$ cat src/rtl/branch_pkg.sv
// Shared types, default geometry and PC slicing helpers for the branch
// target buffer and the direction predictor that consumes its hits.
package branch_pkg;

  localparam int PC_WIDTH    = 32;
  localparam int TABLE_WIDTH = 3;
  localparam int TAG_WIDTH   = 8;
  localparam int TABLE_SIZE  = 2 ** TABLE_WIDTH;

  // One BTB slot as seen by the lookup path.
  typedef struct packed {
    logic                 valid;
    logic [TAG_WIDTH-1:0] tag;
    logic [PC_WIDTH-1:0]  target;
  } btb_entry_t;

  // Invalidate sweep controller states.
  typedef enum logic {
    BTB_IDLE  = 1'b0,
    BTB_SWEEP = 1'b1
  } btb_state_t;

  // Word-aligned index: PC[TABLE_WIDTH+1:2]; the same slice the direction
  // predictor uses, so both tables alias identically.
  function automatic logic [TABLE_WIDTH-1:0] btb_index(input logic [PC_WIDTH-1:0] pc);
    return pc[TABLE_WIDTH+1:2];
  endfunction

  // Tag: the TAG_WIDTH bits immediately above the index.
  function automatic logic [TAG_WIDTH-1:0] btb_tag(input logic [PC_WIDTH-1:0] pc);
    return pc[TABLE_WIDTH+2+TAG_WIDTH-1:TABLE_WIDTH+2];
  endfunction

endpackage : branch_pkg

$ cat src/rtl/btb_sweep_ctrl.sv
// Invalidate sweep controller: walks every table index once, one per cycle,
// and reports busy while doing so. A new start request during a sweep
// restarts the walk from index 0.
module btb_sweep_ctrl
  import branch_pkg::*;
#(
  parameter int idx_width = TABLE_WIDTH
) (
  input  logic                 clk,
  input  logic                 rst,
  input  logic                 start_i,
  output logic                 clear_en_o,
  output logic [idx_width-1:0] clear_idx_o,
  output logic                 busy_o
);

  // Last index of the table; reaching it ends the sweep instead of wrapping.
  localparam logic [idx_width-1:0] LastIdx = '1;

  btb_state_t           state_q, state_d;
  logic [idx_width-1:0] cnt_q, cnt_d;

  // State and sweep counter registers with synchronous reset.
  // NOTE: sequential state uses non-blocking (<=) so every register samples
  // the pre-edge values of its inputs, independent of statement order.
  always_ff @(posedge clk) begin
    if (rst) begin
      state_q <= BTB_IDLE;
      cnt_q   <= '0;
    end else begin
      state_q <= state_d;
      cnt_q   <= cnt_d;
    end
  end

  // Next-state logic: start from IDLE, restart on re-trigger, exit after the last index.
  // NOTE: defaults are assigned first so no path leaves a variable unassigned
  // (which would otherwise infer a latch).
  always_comb begin
    state_d = state_q;
    cnt_d   = cnt_q;
    unique case (state_q)
      BTB_IDLE: begin
        if (start_i) begin
          state_d = BTB_SWEEP;
          cnt_d   = '0;
        end
      end
      BTB_SWEEP: begin
        if (start_i) begin
          cnt_d = '0;
        end else if (cnt_q == LastIdx) begin
          state_d = BTB_IDLE;
          cnt_d   = '0;
        end else begin
          cnt_d = cnt_q + 1'b1;
        end
      end
      default: begin
        state_d = BTB_IDLE;
        cnt_d   = '0;
      end
    endcase
  end

  // Outputs are decodes of registered state only, so busy never glitches.
  assign busy_o      = (state_q == BTB_SWEEP);
  assign clear_en_o  = busy_o;
  assign clear_idx_o = cnt_q;

endmodule : btb_sweep_ctrl

$ cat src/rtl/branch_target_buffer.sv
// Direct-mapped branch target buffer for the fetch stage.
// Lookup is combinational from the registered table; taken branches resolved
// in ID write their target. Invalidate clears all entries via a one-entry-
// per-cycle sweep, during which lookups miss and updates are dropped.
// Optional feature macro: BTB_BYPASS_EN -- forward a same-cycle accepted
// update to a matching lookup (write-to-read forwarding).
// tag_width/pc_width must match the branch_pkg defaults (shared entry type).
module branch_target_buffer
  import branch_pkg::*;
#(
  parameter int table_width = TABLE_WIDTH,
  parameter int tag_width   = TAG_WIDTH,
  parameter int pc_width    = PC_WIDTH
) (
  input  logic                clk,
  input  logic                rst,
  // Fetch-side lookup
  input  logic [pc_width-1:0] IF_PC,
  output logic                IF_BTBHit,
  output logic [pc_width-1:0] IF_PredictedTarget,
  // Decode-side update
  input  logic [pc_width-1:0] ID_PC,
  input  logic                ID_AttemptBranch,
  input  logic                ID_BranchTaken,
  input  logic [pc_width-1:0] ID_BranchTarget,
  // Invalidate (fence.i)
  input  logic                Invalidate,
  output logic                BTB_Busy
);

  localparam int table_size = 2 ** table_width;

  // Table storage: valid bits are reset, payload arrays are not.
  logic [table_size-1:0] valid_q;
  logic [tag_width-1:0]  tag_q    [table_size];
  logic [pc_width-1:0]   target_q [table_size];

  // Sweep controller interface.
  logic                   clear_en;
  logic [table_width-1:0] clear_idx;
  logic                   busy;

  // Lookup and write-port decodes.
  logic [table_width-1:0] if_idx;
  logic [tag_width-1:0]   if_tag;
  logic [table_width-1:0] wr_idx;
  logic [tag_width-1:0]   wr_tag;
  logic                   wr_en;
  btb_entry_t             rd_entry;
  logic                   lk_hit;
  logic [pc_width-1:0]    lk_target;

  btb_sweep_ctrl #(
    .idx_width (table_width)
  ) u_sweep (
    .clk         (clk),
    .rst         (rst),
    .start_i     (Invalidate),
    .clear_en_o  (clear_en),
    .clear_idx_o (clear_idx),
    .busy_o      (busy)
  );

  assign BTB_Busy = busy;

  assign if_idx = btb_index(IF_PC);
  assign if_tag = btb_tag(IF_PC);
  assign wr_idx = btb_index(ID_PC);
  assign wr_tag = btb_tag(ID_PC);

  // Only taken branches allocate; a sweep in progress or a same-cycle
  // invalidate request takes priority and drops the update.
  assign wr_en = ID_AttemptBranch && ID_BranchTaken && !busy && !Invalidate;

  // Valid bits: reset clears all, the sweep clears one per cycle, updates set.
  // Sweep clear and update are mutually exclusive since wr_en requires !busy.
  always_ff @(posedge clk) begin
    if (rst) begin
      valid_q <= '0;
    end else begin
      if (clear_en) begin
        valid_q[clear_idx] <= 1'b0;
      end
      if (wr_en) begin
        valid_q[wr_idx] <= 1'b1;
      end
    end
  end

  // Tag/target payload write port.
  // NOTE: the payload arrays are deliberately left out of reset; an entry is
  // only ever consumed when its valid bit is set, so reset logic on them
  // would buy nothing and block RAM inference.
  always_ff @(posedge clk) begin
    if (wr_en) begin
      tag_q[wr_idx]    <= wr_tag;
      target_q[wr_idx] <= ID_BranchTarget;
    end
  end

  // Read the indexed entry and compare its tag against the fetch PC.
  always_comb begin
    rd_entry        = '0;
    rd_entry.valid  = valid_q[if_idx];
    rd_entry.tag    = tag_q[if_idx];
    rd_entry.target = target_q[if_idx];
    lk_hit          = rd_entry.valid && (rd_entry.tag == if_tag) && !busy;
    lk_target       = rd_entry.target;
`ifdef BTB_BYPASS_EN
    // Forward an update accepted this cycle to a lookup of the same PC slot.
    if (wr_en && (wr_idx == if_idx) && (wr_tag == if_tag)) begin
      lk_hit    = 1'b1;
      lk_target = ID_BranchTarget;
    end
`endif
  end

  // Miss returns zero so downstream muxing never sees stale targets.
  assign IF_BTBHit          = lk_hit;
  assign IF_PredictedTarget = lk_hit ? lk_target : '0;

endmodule : branch_target_buffer
$ cat config.mk
export PLATFORM = sky130hd
export DESIGN_NAME = branch_target_buffer
export DESIGN_NICKNAME = d
export VERILOG_FILES = /design/src/rtl/branch_pkg.sv /design/src/rtl/btb_sweep_ctrl.sv /design/src/rtl/branch_target_buffer.sv
export SDC_FILE = /design/constraint.sdc
export NUM_CORES = 1
export LEC_CHECK = 0
export CAP_MARGIN = 20
export CORE_MARGIN = 2
export CORE_UTILIZATION = 59
export CTS_BUF_LIST = sky130_fd_sc_hd__clkbuf_8
export CTS_CLUSTER_DIAMETER = 50
export DETAILED_ROUTE_END_ITERATION = 12
export PLACE_DENSITY = 0.87
export RECOVER_POWER = 50
export SYNTH_ARGS = -nofsm -noshare
export SYNTH_HDL_FRONTEND = slang
export SYNTH_HIERARCHICAL = 1
export SYNTH_SLANG_ARGS = --single-unit
$ cat constraint.sdc
create_clock -name clk -period 3.8 [get_ports clk]
set_input_delay 0.76 -clock clk [delete_from_list [all_inputs] [get_ports clk]]
set_output_delay 0.76 -clock clk [all_outputs]
set_load 0.02 [all_outputs]
==> results of run 1 <==
==> final cells by class <==
type / count / share of cell area
diodes: 3 / 0.000471
clock buffers: 50 / 0.0432
clock inverters: 44 / 0.0204
inverters: 9 / 0.00212
multi-input cells: 241 / 0.206
flip-flops and latches: 332 / 0.618
well taps: 280 / 0.0220
repair buffers: 139 / 0.0872
==> placed cells by master (no fill, tap or decap), types with 12 or more instances in the layout <==
master / n
a21oi_1: 12
buf_12: 16
buf_2: 12
buf_4: 39
clkbuf_8: 50
clkdlybuf4s50_1: 15
clkinv_1: 17
dfxtp_1: 12
dlygate4sd3_1: 41
edfxtp_1: 320
mux2i_1: 54
mux4_2: 72
nor4_2: 20
==> power by group through the flow <==
| stage | sequential [mW] | clock [mW] | combinational (mW) |
|---|---|---|---|
| after floorplan | 4.12 | 0 | 0.226 |
| after global placement | 4.11 | 0 | 0.396 |
| after detailed placement | 4.12 | 0 | 0.415 |
| after CTS | 4.04 | 2.97 | 0.433 |
| after global routing | 4.04 | 3.14 | 0.462 |
| final | 4.04 | 2.93 | 0.435 |
==> through the flow <==
stage          setup slack, ns  TNS [ns]  area [um^2]
6_report                0.0600         0        15900
5_1_grt                -0.0338    -0.180        15900
4_1_cts                -0.0665    -0.102        15800
3_5_place_dp            -0.574    -15.44        14800
3_3_place_gp            -0.431    -11.89        14800
2_1_floorplan            0.230         0        13200
==> worst max-delay path, delay by kind of cell <==
family                 cells  cell delay (ns)
AND/OR/NAND/NOR            1             0.29
multiplexers               2             0.73
XOR/XNOR                   1             0.22
AO/OA/AOI/OAI              1             0.14
buffers and inverters      4             0.83
==> repair_timing <==
action,4_1_cts,5_1_grt
setup buffers,2,0
hold buffers,0,0
setup endpoints to repair,33,29
resized for setup,154,28
pin swaps,4,2
==> final timing paths <==
check	cells after the start	to	slack [ns]
hold reg to reg	2	valid_q[0]	0.47
hold / removal	2	valid_q[0]	0.47
setup / recovery	9	IF_PredictedTarget[22]	0.06
setup reg to reg	4	target_q[6][15]	1.53
==> registers in the layout, summed over array words and instances, names as in the netlist <==
register	cells
u_sweep/clear_idx_o	3
target_q	256
u_sweep/busy_o	1
valid_q	8
tag_q	64
==> kinds of logic (layout without fill, tap and decap cells) <==
logic type,after synthesis,after routing
buffers and inverters,43,242
adders and majority gates,2,2
muxes,129,129
DFF,332,332
xor gates and xnor gates,3,3
AOI/OAI and AO/OA,37,37
and+or+nand+nor,70,70
other,0,3
==> per-layer routing <==
layer / share of wire / track usage / wire (um) / vias up
li1: - / - / - / 2913
met1: 0.38 / 0.301 / 10600 / 3537
met2: 0.54 / 0.413 / 15000 / 294
met3: 0.063 / 0.0417 / 1740 / 61
met4: 0.021 / 0.0778 / 579 / 2
met5: 0.00047 / 0 / 13 / -
==> qor.json, run 1 <==
{
  "synth.most_common_cell": {"value": "edfxtp_1"},
  "grt_remaining_overflow": {"value": 0},
  "synth.cell_area": {"value": 0.0132, "unit": "mm^2"},
  "cts_made_buffers": {"value": 50},
  "drc_errors": {"value": 0},
  "post_synth_xor_area_fraction": {"value": 0.00199},
  "post-route-util": {"value": 0.728},
  "cp_slowest_stage_delay": {"value": 0.51, "unit": "ns"},
  "first_global_vias": {"value": 7238},
  "arrival_time_of_the_worst_setup_path": {"value": 2.98, "unit": "ns"},
  "setup_viol_count_final": {"value": 0},
  "timing.critical_path.to_type": {"value": "primary output"},
  "swShare": {"value": 0.214},
  "share_of_the_synthesized_area_in_compound_gates_ao_oa_aoi_oai": {"value": 0.0192},
  "power.sequential.fraction": {"value": 0.545},
  "critical_path.cell_chain": {"value": "buf_6 -> buf_4 -> mux4_2 -> mux2i_2 -> xor2_2 -> o211ai_4 -> buf_4 -> nor4_2 -> clkdlybuf4s15_2"},
  "drive_gt1_frac": {"value": 0.336},
  "clockBufferDepth": {"value": 3},
  "dr.pass1.iters": {"value": 5},
  "clkTransAtPathRegs": {"value": 0.06, "unit": "ns"},
  "synth_seq_cells": {"value": 332},
  "synth_enable_flop_cells": {"value": 320},
  "p_clk_frac": {"value": 0.396},
  "io-pin-count": {"value": 135},
  "synth.mux.area_fraction": {"value": 0.166},
  "dieWidth": {"value": 154, "unit": "um"},
  "synth.largest_area_cell": {"value": "edfxtp_1"},
  "row_count": {"value": 54},
  "basic_gate_share_of_the_synthesized_area_counting_and_or_nand_and_nor_cells": {"value": 0.0450},
  "min_from": {"value": "valid_q[0]"},
  "post_layout_nonfiller_instances": {"value": 1098},
  "worst_setup_path_start_kind": {"value": "primary input"},
  "ys_seq_area_frac": {"value": 0.747},
  "final_hold_viol_count": {"value": 0},
  "net_switching_power_figure": {"value": 1.59, "unit": "mW"},
  "critical_path_peak_fanout": {"value": 11},
  "fin_nets": {"value": 876},
  "design.die.area": {"value": 0.0236, "unit": "mm^2"},
  "cp_data_required_time": {"value": 3.04, "unit": "ns"},
  "globalRouteTotalUtil": {"value": 0.235},
  "multiInputGateArea": {"value": 0.00329, "unit": "mm^2"},
  "vias": {"value": 6807},
  "die_h": {"value": 154, "unit": "um"},
  "ys.warnings.count": {"value": 6},
  "crit_path_start": {"value": "IF_PC[3]"},
  "grt_max_degree": {"value": 41},
  "synth.net_count": {"value": 719},
  "clk_latency": {"value": 0.58, "unit": "ns"},
  "ys_async_sr_fraction": {"value": 0},
  "critical_path_class": {"value": "in2out"},
  "antenna_found_initial": {"value": 4},
  "max_clock_skew": {"value": 0.0181, "unit": "ns"},
  "power_density": {"value": 465, "unit": "mW/mm^2"},
  "synthDistinctLibCells": {"value": 36},
  "drt_first_iter_violations": {"value": 689},
  "synth_top_family_by_area": {"value": "multiplexers"},
  "synthesis.area_per_instance": {"value": 21.4, "unit": "um^2"},
  "synth.top_cells.by_area": {"value": "edfxtp_1 (73%), mux4_2 (12%), mux2i_1 (4.3%)"},
  "detail-route-antenna-nets": {"value": 0},
  "post_synth_most_frequent_cells": {"value": "edfxtp_1 (320), mux4_2 (71), mux2i_1 (57), nor4_2 (29), a21oi_1 (14)"},
  "worst_min_path_class": {"value": "reg2reg"},
  "layout.filler_cells": {"value": 1231},
  "synth_fa_ha_area_frac": {"value": 0.00190},
  "vdd_ir_drop_max": {"value": 0.347, "unit": "mV"},
  "detail_route.wl_per_cell": {"value": 25.4, "unit": "um"},
  "root_buffer": {"value": "clkbuf_8"},
  "place_hpwl": {"value": 16300, "unit": "um"},
  "tritoncts": {"value": "yes"},
  "finalCritPeriodShare": {"value": 0.984},
  "power.share.combinational": {"value": 0.059},
  "core_area": {"value": 0.0219, "unit": "mm^2"},
  "wl": {"value": 27900, "unit": "um"},
  "tmin_final": {"value": 3.74, "unit": "ns"},
  "crit_top_cell": {"value": "buf_4"},
  "power_report.internal_total": {"value": 5.82, "unit": "mW"},
  "initial_utilization": {"value": 0.603},
  "static-leakage-power": {"value": 5.36, "unit": "nW"},
  "sequential_cell_area": {"value": 0.00985, "unit": "mm^2"},
  "crit_slowest_cell": {"value": "mux4_2"},
  "gp_routability_congestion": {"value": 0.760},
  "max_freq": {"value": 267, "unit": "MHz"},
  "whs": {"value": 0.473, "unit": "ns"},
  "drv_cap": {"value": 0},
  "routed_via_density": {"value": 6.20},
  "port_buffers": {"value": 92},
  "max_slew.worst_pin.slew": {"value": 0.571, "unit": "ns"},
  "finalPower": {"value": 7.41, "unit": "mW"},
  "clock_sink_count": {"value": 332},
  "status": {"value": "completed"},
  "yosysTopAreaCellShare": {"value": 0.728},
  "worst_slew_margin_rel": {"value": 0.619},
  "grt_setup_unrepaired": {"value": "yes"},
  "final_max_slew_viol_count": {"value": 0},
  "cells_after_synthesis": {"value": 616},
  "most_used_dff_post_synth": {"value": "edfxtp_1"},
  "area_growth": {"value": 20.7, "unit": "%"},
  "place_inst": {"value": 999},
  "htreeDepth": {"value": 2},
  "grt_first_pass_wirelength": {"value": 41300, "unit": "um"},
  "worstReg2RegStart": {"value": "u_sweep/busy_o"}
}
Power figures use the tool's default switching activity.
==> run 2, diff against run 1 <==
Settings changed: CORE_UTILIZATION 59 to 45, MAX_ROUTING_LAYER from default to met4, PLACE_DENSITY 0.87 to 0.71.
==> run 2 against run 1 <==
Against the previous run:
- sequential share of layout area grew 1.1 points
- power shrank 4.8%
- die area up 30%
- final area decreased by 1.7%
- non-clock buffer count fell by 14
- critical path depth unchanged
- register-to-register slack worse by 0.36 ns
- worst setup slack better by 0.0082 ns
- fmax up 0.22%
- worst hold slack improved by 0.0064 ns
- sequential cell count unchanged
- global-route usage down 5.1 points
- critical path type unchanged
- critical endpoint is now IF_PredictedTarget[12]
- largest cell class unchanged
==> qor.json, run 2 (synthesis results as in run 1) <==
{
  "cts_made_buffers": {"value": 51, "change": "+2.0%"},
  "design.die.area": {"value": 0.0307, "unit": "mm^2", "change": "+30%"},
  "setup_viol_count_final": {"value": 0, "change": "unchanged"},
  "drc_errors": {"value": 0, "change": "unchanged"},
  "gp_routability_congestion": {"value": 0.764, "change": "+0.50%"},
  "swShare": {"value": 0.215, "change": "+0.000805"},
  "dr.pass1.iters": {"value": 5, "change": "unchanged"},
  "globalRouteTotalUtil": {"value": 0.185, "change": "-0.0507"},
  "tmin_final": {"value": 3.73, "unit": "ns", "change": "-0.00825 ns"},
  "placedInstanceArea": {"value": 0.0148, "unit": "mm^2", "change": "about the same"},
  "wl": {"value": 27400, "unit": "um", "change": "-1.8%"},
  "grt_remaining_overflow": {"value": 0, "change": "unchanged"},
  "arrival_time_of_the_worst_setup_path": {"value": 2.97, "unit": "ns", "change": "about the same"},
  "power.sequential.fraction": {"value": 0.573, "change": "+0.028"},
  "postLayoutCellArea": {"value": 0.0157, "unit": "mm^2", "change": "-1.7%"},
  "place_hpwl": {"value": 15600, "unit": "um", "change": "-4.3%"},
  "finalPower": {"value": 7.05, "unit": "mW", "change": "-4.8%"},
  "crit_slowest_cell": {"value": "mux4_2"},
  "cp_top_family": {"value": "buffers and inverters"},
  "largest_register_ffs": {"value": 256, "change": "unchanged"},
  "io-pin-count": {"value": 135, "change": "unchanged"},
  "htreeDepth": {"value": 2, "change": "unchanged"},
  "cts_setup_buffers": {"value": 0, "change": "-2"},
  "biggestRegsByFlops": {"value": "target_q x256, tag_q x64, valid_q x8"},
  "grt_setup_unrepaired": {"value": "no"},
  "worst_slew_margin_rel": {"value": 0.0656, "change": "-0.553"},
  "die_h": {"value": 175, "unit": "um", "change": "+14%"},
  "final_cell_mix": {"value": "edfxtp_1 (320), mux4_2 (72), mux2i_1 (56), clkbuf_8 (51), dlygate4sd3_1 (41)"},
  "max_freq": {"value": 268, "unit": "MHz", "change": "+0.22%"},
  "worst_min_path_class": {"value": "reg2reg"},
  "clockBufferDepth": {"value": 3, "change": "unchanged"},
  "grt_max_degree": {"value": 41, "change": "unchanged"},
  "totalNegativeSetupSlack": {"value": 0, "unit": "ns", "change": "unchanged"},
  "p_clk_frac": {"value": 0.370, "change": "-0.026"},
  "post_cts_hold_buffer_count": {"value": 0, "change": "unchanged"},
  "worst_setup_path_start_kind": {"value": "primary input"},
  "timing.critical_path.to_type": {"value": "primary output"},
  "power_density": {"value": 450, "unit": "mW/mm^2", "change": "-3.1%"},
  "vias": {"value": 6530, "change": "-4.1%"},
  "max_slew.worst_pin.slew": {"value": 1.40, "unit": "ns", "change": "+0.831 ns"},
  "net_switching_power_figure": {"value": 1.52, "unit": "mW", "change": "-4.4%"},
  "power.share.combinational": {"value": 0.057, "change": "-0.002"},
  "drt_first_iter_violations": {"value": 569, "change": "-17%"},
  "final_max_slew_viol_count": {"value": 0, "change": "unchanged"},
  "port_buffers": {"value": 92, "change": "unchanged"},
  "status": {"value": "completed"},
  "drive_gt1_frac": {"value": 0.308, "change": "-0.0285"},
  "first_global_vias": {"value": 6850, "change": "-5.4%"},
  "area_growth": {"value": 18.7, "unit": "%"},
  "critPathBufInv": {"value": 4, "change": "unchanged"},
  "static-leakage-power": {"value": 5.19, "unit": "nW", "change": "-3.1%"},
  "row_count": {"value": 62, "change": "+15%"},
  "vdd_ir_drop_max": {"value": 0.210, "unit": "mV", "change": "-40%"},
  "detail_route.wl_per_cell": {"value": 23.1, "unit": "um", "change": "-8.9%"},
  "root_buffer": {"value": "clkbuf_8"},
  "max_clock_skew": {"value": 0.0356, "unit": "ns", "change": "+0.0176 ns"},
  "drv_cap": {"value": 0, "change": "unchanged"},
  "cp_slowest_stage_delay": {"value": 0.54, "unit": "ns", "change": "+0.03 ns"},
  "core_area": {"value": 0.0288, "unit": "mm^2", "change": "+31%"},
  "critical_path_peak_fanout": {"value": 16, "change": "+5"},
  "finalCritPeriodShare": {"value": 0.982, "change": "-0.00217"},
  "antenna_found_initial": {"value": 6, "change": "+2"},
  "layout_commonest_cell": {"value": "edfxtp_1"},
  "power_report.internal_total": {"value": 5.54, "unit": "mW", "change": "-4.9%"},
  "post-route-util": {"value": 0.544, "change": "-0.184"},
  "clkTransAtPathRegs": {"value": 0.06, "unit": "ns", "change": "about the same"},
  "clock_sink_count": {"value": 332, "change": "unchanged"},
  "cp_data_required_time": {"value": 3.04, "unit": "ns", "change": "about the same"},
  "critical_path.cell_chain": {"value": "buf_2 -> buf_4 -> mux4_2 -> mux2i_1 -> nor2_1 -> o211ai_4 -> buf_12 -> nor4_2 -> dlygate4sd2_1"},
  "registers.top_by_ff_count": {"value": "target_q"},
  "initial_utilization": {"value": 0.458, "change": "-0.144"},
  "final_hold_viol_count": {"value": 0, "change": "unchanged"},
  "clk_latency": {"value": 0.58, "unit": "ns", "change": "about the same"},
  "grt_first_pass_wirelength": {"value": 40900, "unit": "um", "change": "-1.0%"},
  "fin_nets": {"value": 863, "change": "-1.5%"},
  "routed_via_density": {"value": 5.52, "change": "-11%"},
  "dieWidth": {"value": 175, "unit": "um", "change": "+14%"},
  "tritoncts": {"value": "yes"},
  "detail-route-antenna-nets": {"value": 0, "change": "unchanged"},
  "critical_path_class": {"value": "in2out"}
}
-- run 2: cell types whose count changed in the layout (fill, tap and decap cells not counted), moves of 4 or more --
cell       before  now
clkinv_1       17   13
clkbuf_2        2   12
a22oi_1         6   10
buf_2          12   18
a22oi_2         4    0
buf_12         16   12
bufinv_16       5    1
buf_4          39   19
-- run 2: stage by stage --
step / instances / hold WS (ns) / setup WS (ns)
floorplan: 616 / 0.445 / 0.230
global route: 1183 / 0.497 / 0.00317
finish: 1183 / 0.480 / 0.0683
detailed placement: 1090 / 0.462 / -0.390
CTS: 1176 / 0.475 / -0.00605
global placement: 1090 / 0.466 / -0.369
-- run 2: area by class of cell --
cell class                      instances  area, um^2
Clock inverter                         35         186
Inverter                                9        33.8
Clock buffer                           51         702
Sequential cell                       332        9850
Timing Repair Buffer                  125        1190
Fill cell                            2171       13100
Tap cell                              384         480
Multi-Input combinational cell        241        3200
Antenna cell                            6        15.0
-- run 2: layer usage --
metal | global-route usage | up-vias | wire (um)
met5 | - | - | 0
met4 | 0.0531 | 0 | 524
met3 | 0.0352 | 45 | 1610
met2 | 0.299 | 229 | 13900
met1 | 0.240 | 3363 | 11300
li1 | - | 2893 | -
-- run 2: path summary, 6_finish.rpt --
kind,startpoint,endpoint,slack [ns],cells after the start
setup / recovery,IF_PC[4],IF_PredictedTarget[12],0.07,9
hold / removal,valid_q[1],valid_q[1],0.48,2
setup reg to reg,u_sweep/busy_o,tag_q[5][3],1.17,5
hold reg to reg,valid_q[1],valid_q[1],0.48,2
-- run 2: power groups by stage --
| stage | registers [mW] | clock network (mW) | logic, mW |
|---|---|---|---|
| floorplan | 4.12 | 0 | 0.226 |
| global placement | 4.11 | 0 | 0.386 |
| detailed placement | 4.12 | 0 | 0.401 |
| CTS | 4.04 | 2.68 | 0.407 |
| global route | 4.04 | 2.85 | 0.433 |
| finish | 4.04 | 2.61 | 0.404 |
-- run 2: worst register-to-register path, delay by kind of cell (launching register included) --
| family | cells | cell delay, ns |
|---|---|---|
| buffers and inverters | 2 | 1.08 |
| AND/OR/NAND/NOR | 3 | 0.73 |
| flip-flops | 1 | 0.41 |
-- run 2: repair_timing --
item / 4_1_cts / 5_1_grt
pin swaps: 1 / 1
cloned: 0 / 1
resized for setup: 108 / 52
setup endpoints to repair: 33 / 30
==> run 3, diff against run 2 <==
Settings changed: CORE_MARGIN 2 to 1, SLEW_MARGIN from default to 25.
==> run 3 against run 2 <==
Against the previous run:
- worst setup slack improved by 0.040 ns
- die area decreased by 2.3%
- wire length increased by 0.83%
- power increased by 0.51%
- sequential power about the same
- core utilization increased by 0.90 points
- count of clock-buffer cells in the layout increased by 3
- sequential share of layout area decreased by 1.0 points
- combinational power increased by 6.7%
- sequential cell count unchanged
- non-clock buffer count increased by 21
- largest power group unchanged
==> qor.json, run 3 (synthesis results as in run 1) <==
{
  "grt_first_pass_wirelength": {"value": 42900, "unit": "um", "change": "+5.0%"},
  "tmin_final": {"value": 3.69, "unit": "ns", "change": "-0.0403 ns"},
  "post_cts_hold_buffer_count": {"value": 0, "change": "unchanged"},
  "max_slew.worst_pin.slew": {"value": 0.669, "unit": "ns", "change": "-0.732 ns"},
  "clkTransAtPathRegs": {"value": 0.06, "unit": "ns", "change": "about the same"},
  "clockBufferDepth": {"value": 3, "change": "unchanged"},
  "initial_utilization": {"value": 0.458, "change": "unchanged"},
  "critical_path_class": {"value": "in2out"},
  "first_global_vias": {"value": 7258, "change": "+6.0%"},
  "biggestRegsByFlops": {"value": "target_q x256, tag_q x64, valid_q x8"},
  "place_hpwl": {"value": 16100, "unit": "um", "change": "+3.5%"},
  "clk_latency": {"value": 0.57, "unit": "ns", "change": "about the same"},
  "htreeDepth": {"value": 2, "change": "unchanged"},
  "worst_setup_path_start_kind": {"value": "primary input"},
  "final_cell_mix": {"value": "edfxtp_1 (320), mux4_2 (72), mux2i_1 (55), clkbuf_8 (54), buf_4 (45)"},
  "placement.setup.worst_slack": {"value": -0.531, "unit": "ns", "change": "-0.141 ns"},
  "drc_errors": {"value": 0, "change": "unchanged"},
  "core_area": {"value": 0.0288, "unit": "mm^2", "change": "unchanged"},
  "final_max_slew_viol_count": {"value": 0, "change": "unchanged"},
  "drt_first_iter_violations": {"value": 592, "change": "+4.0%"},
  "grt_remaining_overflow": {"value": 0, "change": "unchanged"},
  "power_density": {"value": 445, "unit": "mW/mm^2", "change": "-1.1%"},
  "setup_viol_count_final": {"value": 0, "change": "unchanged"},
  "detail_route.wl_per_cell": {"value": 22.8, "unit": "um", "change": "-1.6%"},
  "io-pin-count": {"value": 135, "change": "unchanged"},
  "gp_routability_congestion": {"value": 0.818, "change": "+7.1%"},
  "setup_ws": {"value": 0.109, "unit": "ns", "change": "+0.0403 ns"},
  "max_clock_skew": {"value": 0.0290, "unit": "ns", "change": "-0.00666 ns"},
  "vias": {"value": 6629, "change": "+1.5%"},
  "routed_via_density": {"value": 5.47, "change": "-0.91%"},
  "antenna_found_initial": {"value": 5, "change": "-1"},
  "root_buffer": {"value": "clkbuf_8"},
  "dr.pass1.iters": {"value": 7, "change": "+2"},
  "registers.top_by_ff_count": {"value": "target_q"},
  "port_buffers": {"value": 92, "change": "unchanged"},
  "design.die.area": {"value": 0.0300, "unit": "mm^2", "change": "-2.3%"},
  "worst_slew_margin_rel": {"value": 0.554, "change": "+0.488"},
  "totalNegativeSetupSlack": {"value": 0, "unit": "ns", "change": "unchanged"},
  "tritoncts": {"value": "yes"},
  "cts_made_buffers": {"value": 53, "change": "+3.9%"},
  "drv_cap": {"value": 0, "change": "unchanged"},
  "grt_max_degree": {"value": 45, "change": "+9.8%"},
  "largest_register_ffs": {"value": 256, "change": "unchanged"},
  "cp_data_required_time": {"value": 3.04, "unit": "ns", "change": "about the same"},
  "final_hold_viol_count": {"value": 0, "change": "unchanged"},
  "status": {"value": "completed"},
  "clock_sink_count": {"value": 332, "change": "unchanged"},
  "vdd_ir_drop_max": {"value": 0.255, "unit": "mV", "change": "+22%"},
  "wl": {"value": 27600, "unit": "um", "change": "+0.83%"},
  "die_h": {"value": 173, "unit": "um", "change": "-1.1%"},
  "fin_nets": {"value": 886, "change": "+2.7%"},
  "grt_setup_unrepaired": {"value": "yes"},
  "finalCritPeriodShare": {"value": 0.971, "change": "-0.0106"},
  "worst_min_path_class": {"value": "reg2reg"},
  "static-leakage-power": {"value": 5.35, "unit": "nW", "change": "+3.1%"},
  "globalRouteTotalUtil": {"value": 0.196, "change": "+0.0118"},
  "area_growth": {"value": 20.7, "unit": "%"},
  "drive_gt1_frac": {"value": 0.320, "change": "+0.0127"},
  "row_count": {"value": 62, "change": "unchanged"},
  "max_freq": {"value": 271, "unit": "MHz", "change": "+1.1%"},
  "timing.critical_path.to_type": {"value": "primary output"},
  "dieWidth": {"value": 173, "unit": "um", "change": "-1.1%"},
  "detail-route-antenna-nets": {"value": 0, "change": "unchanged"},
  "layout.filler_cells": {"value": 2137, "change": "-1.6%"},
  "arrival_time_of_the_worst_setup_path": {"value": 2.93, "unit": "ns", "change": "-0.04 ns"},
  "critical_path_peak_fanout": {"value": 7, "change": "-9"},
  "layout_commonest_cell": {"value": "edfxtp_1"}
}
run 3: final cells by class:
| class | count | area [um^2] | area share |
|---|---|---|---|
| diodes | 4 | 10.0 | 0.000629 |
| clock buffers | 54 | 743 | 0.0467 |
| clock inverters | 42 | 176 | 0.0111 |
| inverters | 9 | 33.8 | 0.00212 |
| multi-input cells | 241 | 3200 | 0.201 |
| flip-flops and latches | 332 | 9850 | 0.619 |
| well taps | 384 | 480 | 0.0302 |
| repair buffers | 146 | 1430 | 0.0897 |
run 3: critical path, stage by stage:
cell             delay, ns
buf_4                 0.16
mux4_2                0.54
mux2i_4               0.19
xor2_2                0.19
o221ai_4              0.22
buf_16                0.22
buf_12                0.14
nor3_1                0.18
clkdlybuf4s15_1       0.32
run 3: metrics by stage:
stage	power (mW)	cells	instance area, um^2	hold slack (ns)	util
3_3_place_gp	4.52	1111	15000	0.466	0.520
6_report	7.09	1212	15900	0.475	0.553
4_1_cts	7.16	1208	15900	0.477	0.554
3_5_place_dp	4.54	1111	15000	0.466	0.520
2_1_floorplan	4.34	616	13200	0.445	-
5_1_grt	7.34	1212	15900	0.518	0.553
run 3: final timing paths:
path	startpoint	end	slack [ns]	depth (start not counted)
setup / recovery	IF_PC[3]	IF_BTBHit	0.11	9
hold / removal	valid_q[0]	valid_q[0]	0.48	2
setup reg to reg	u_sweep/busy_o	target_q[1][8]	1.47	5
hold reg to reg	valid_q[0]	valid_q[0]	0.48	2
run 3: layer usage:
| metal | global-route usage | wire length, um | vias up |
|---|---|---|---|
| li1 | - | - | 2933 |
| met2 | 0.322 | 13700 | 217 |
| met4 | 0.0516 | 580 | 0 |
| met5 | - | 0 | - |
| met1 | 0.248 | 11600 | 3425 |
| met3 | 0.0436 | 1640 | 54 |
run 3: report_power, final:
part / leakage, nW / internal, mW / total [mW] / switching, mW
sequential: 2.98 / 4.03 / 4.04 / 0.00725
clock: 0.548 / 1.32 / 2.62 / 1.30
combinational: 1.82 / 0.204 / 0.431 / 0.227
run 3: repair_timing:
action                     4_1_cts  5_1_grt
pin swaps                        1        2
resized for setup              142       27
cloned                           1        0
buffers inserted                 0        0
setup endpoints to repair       33       31
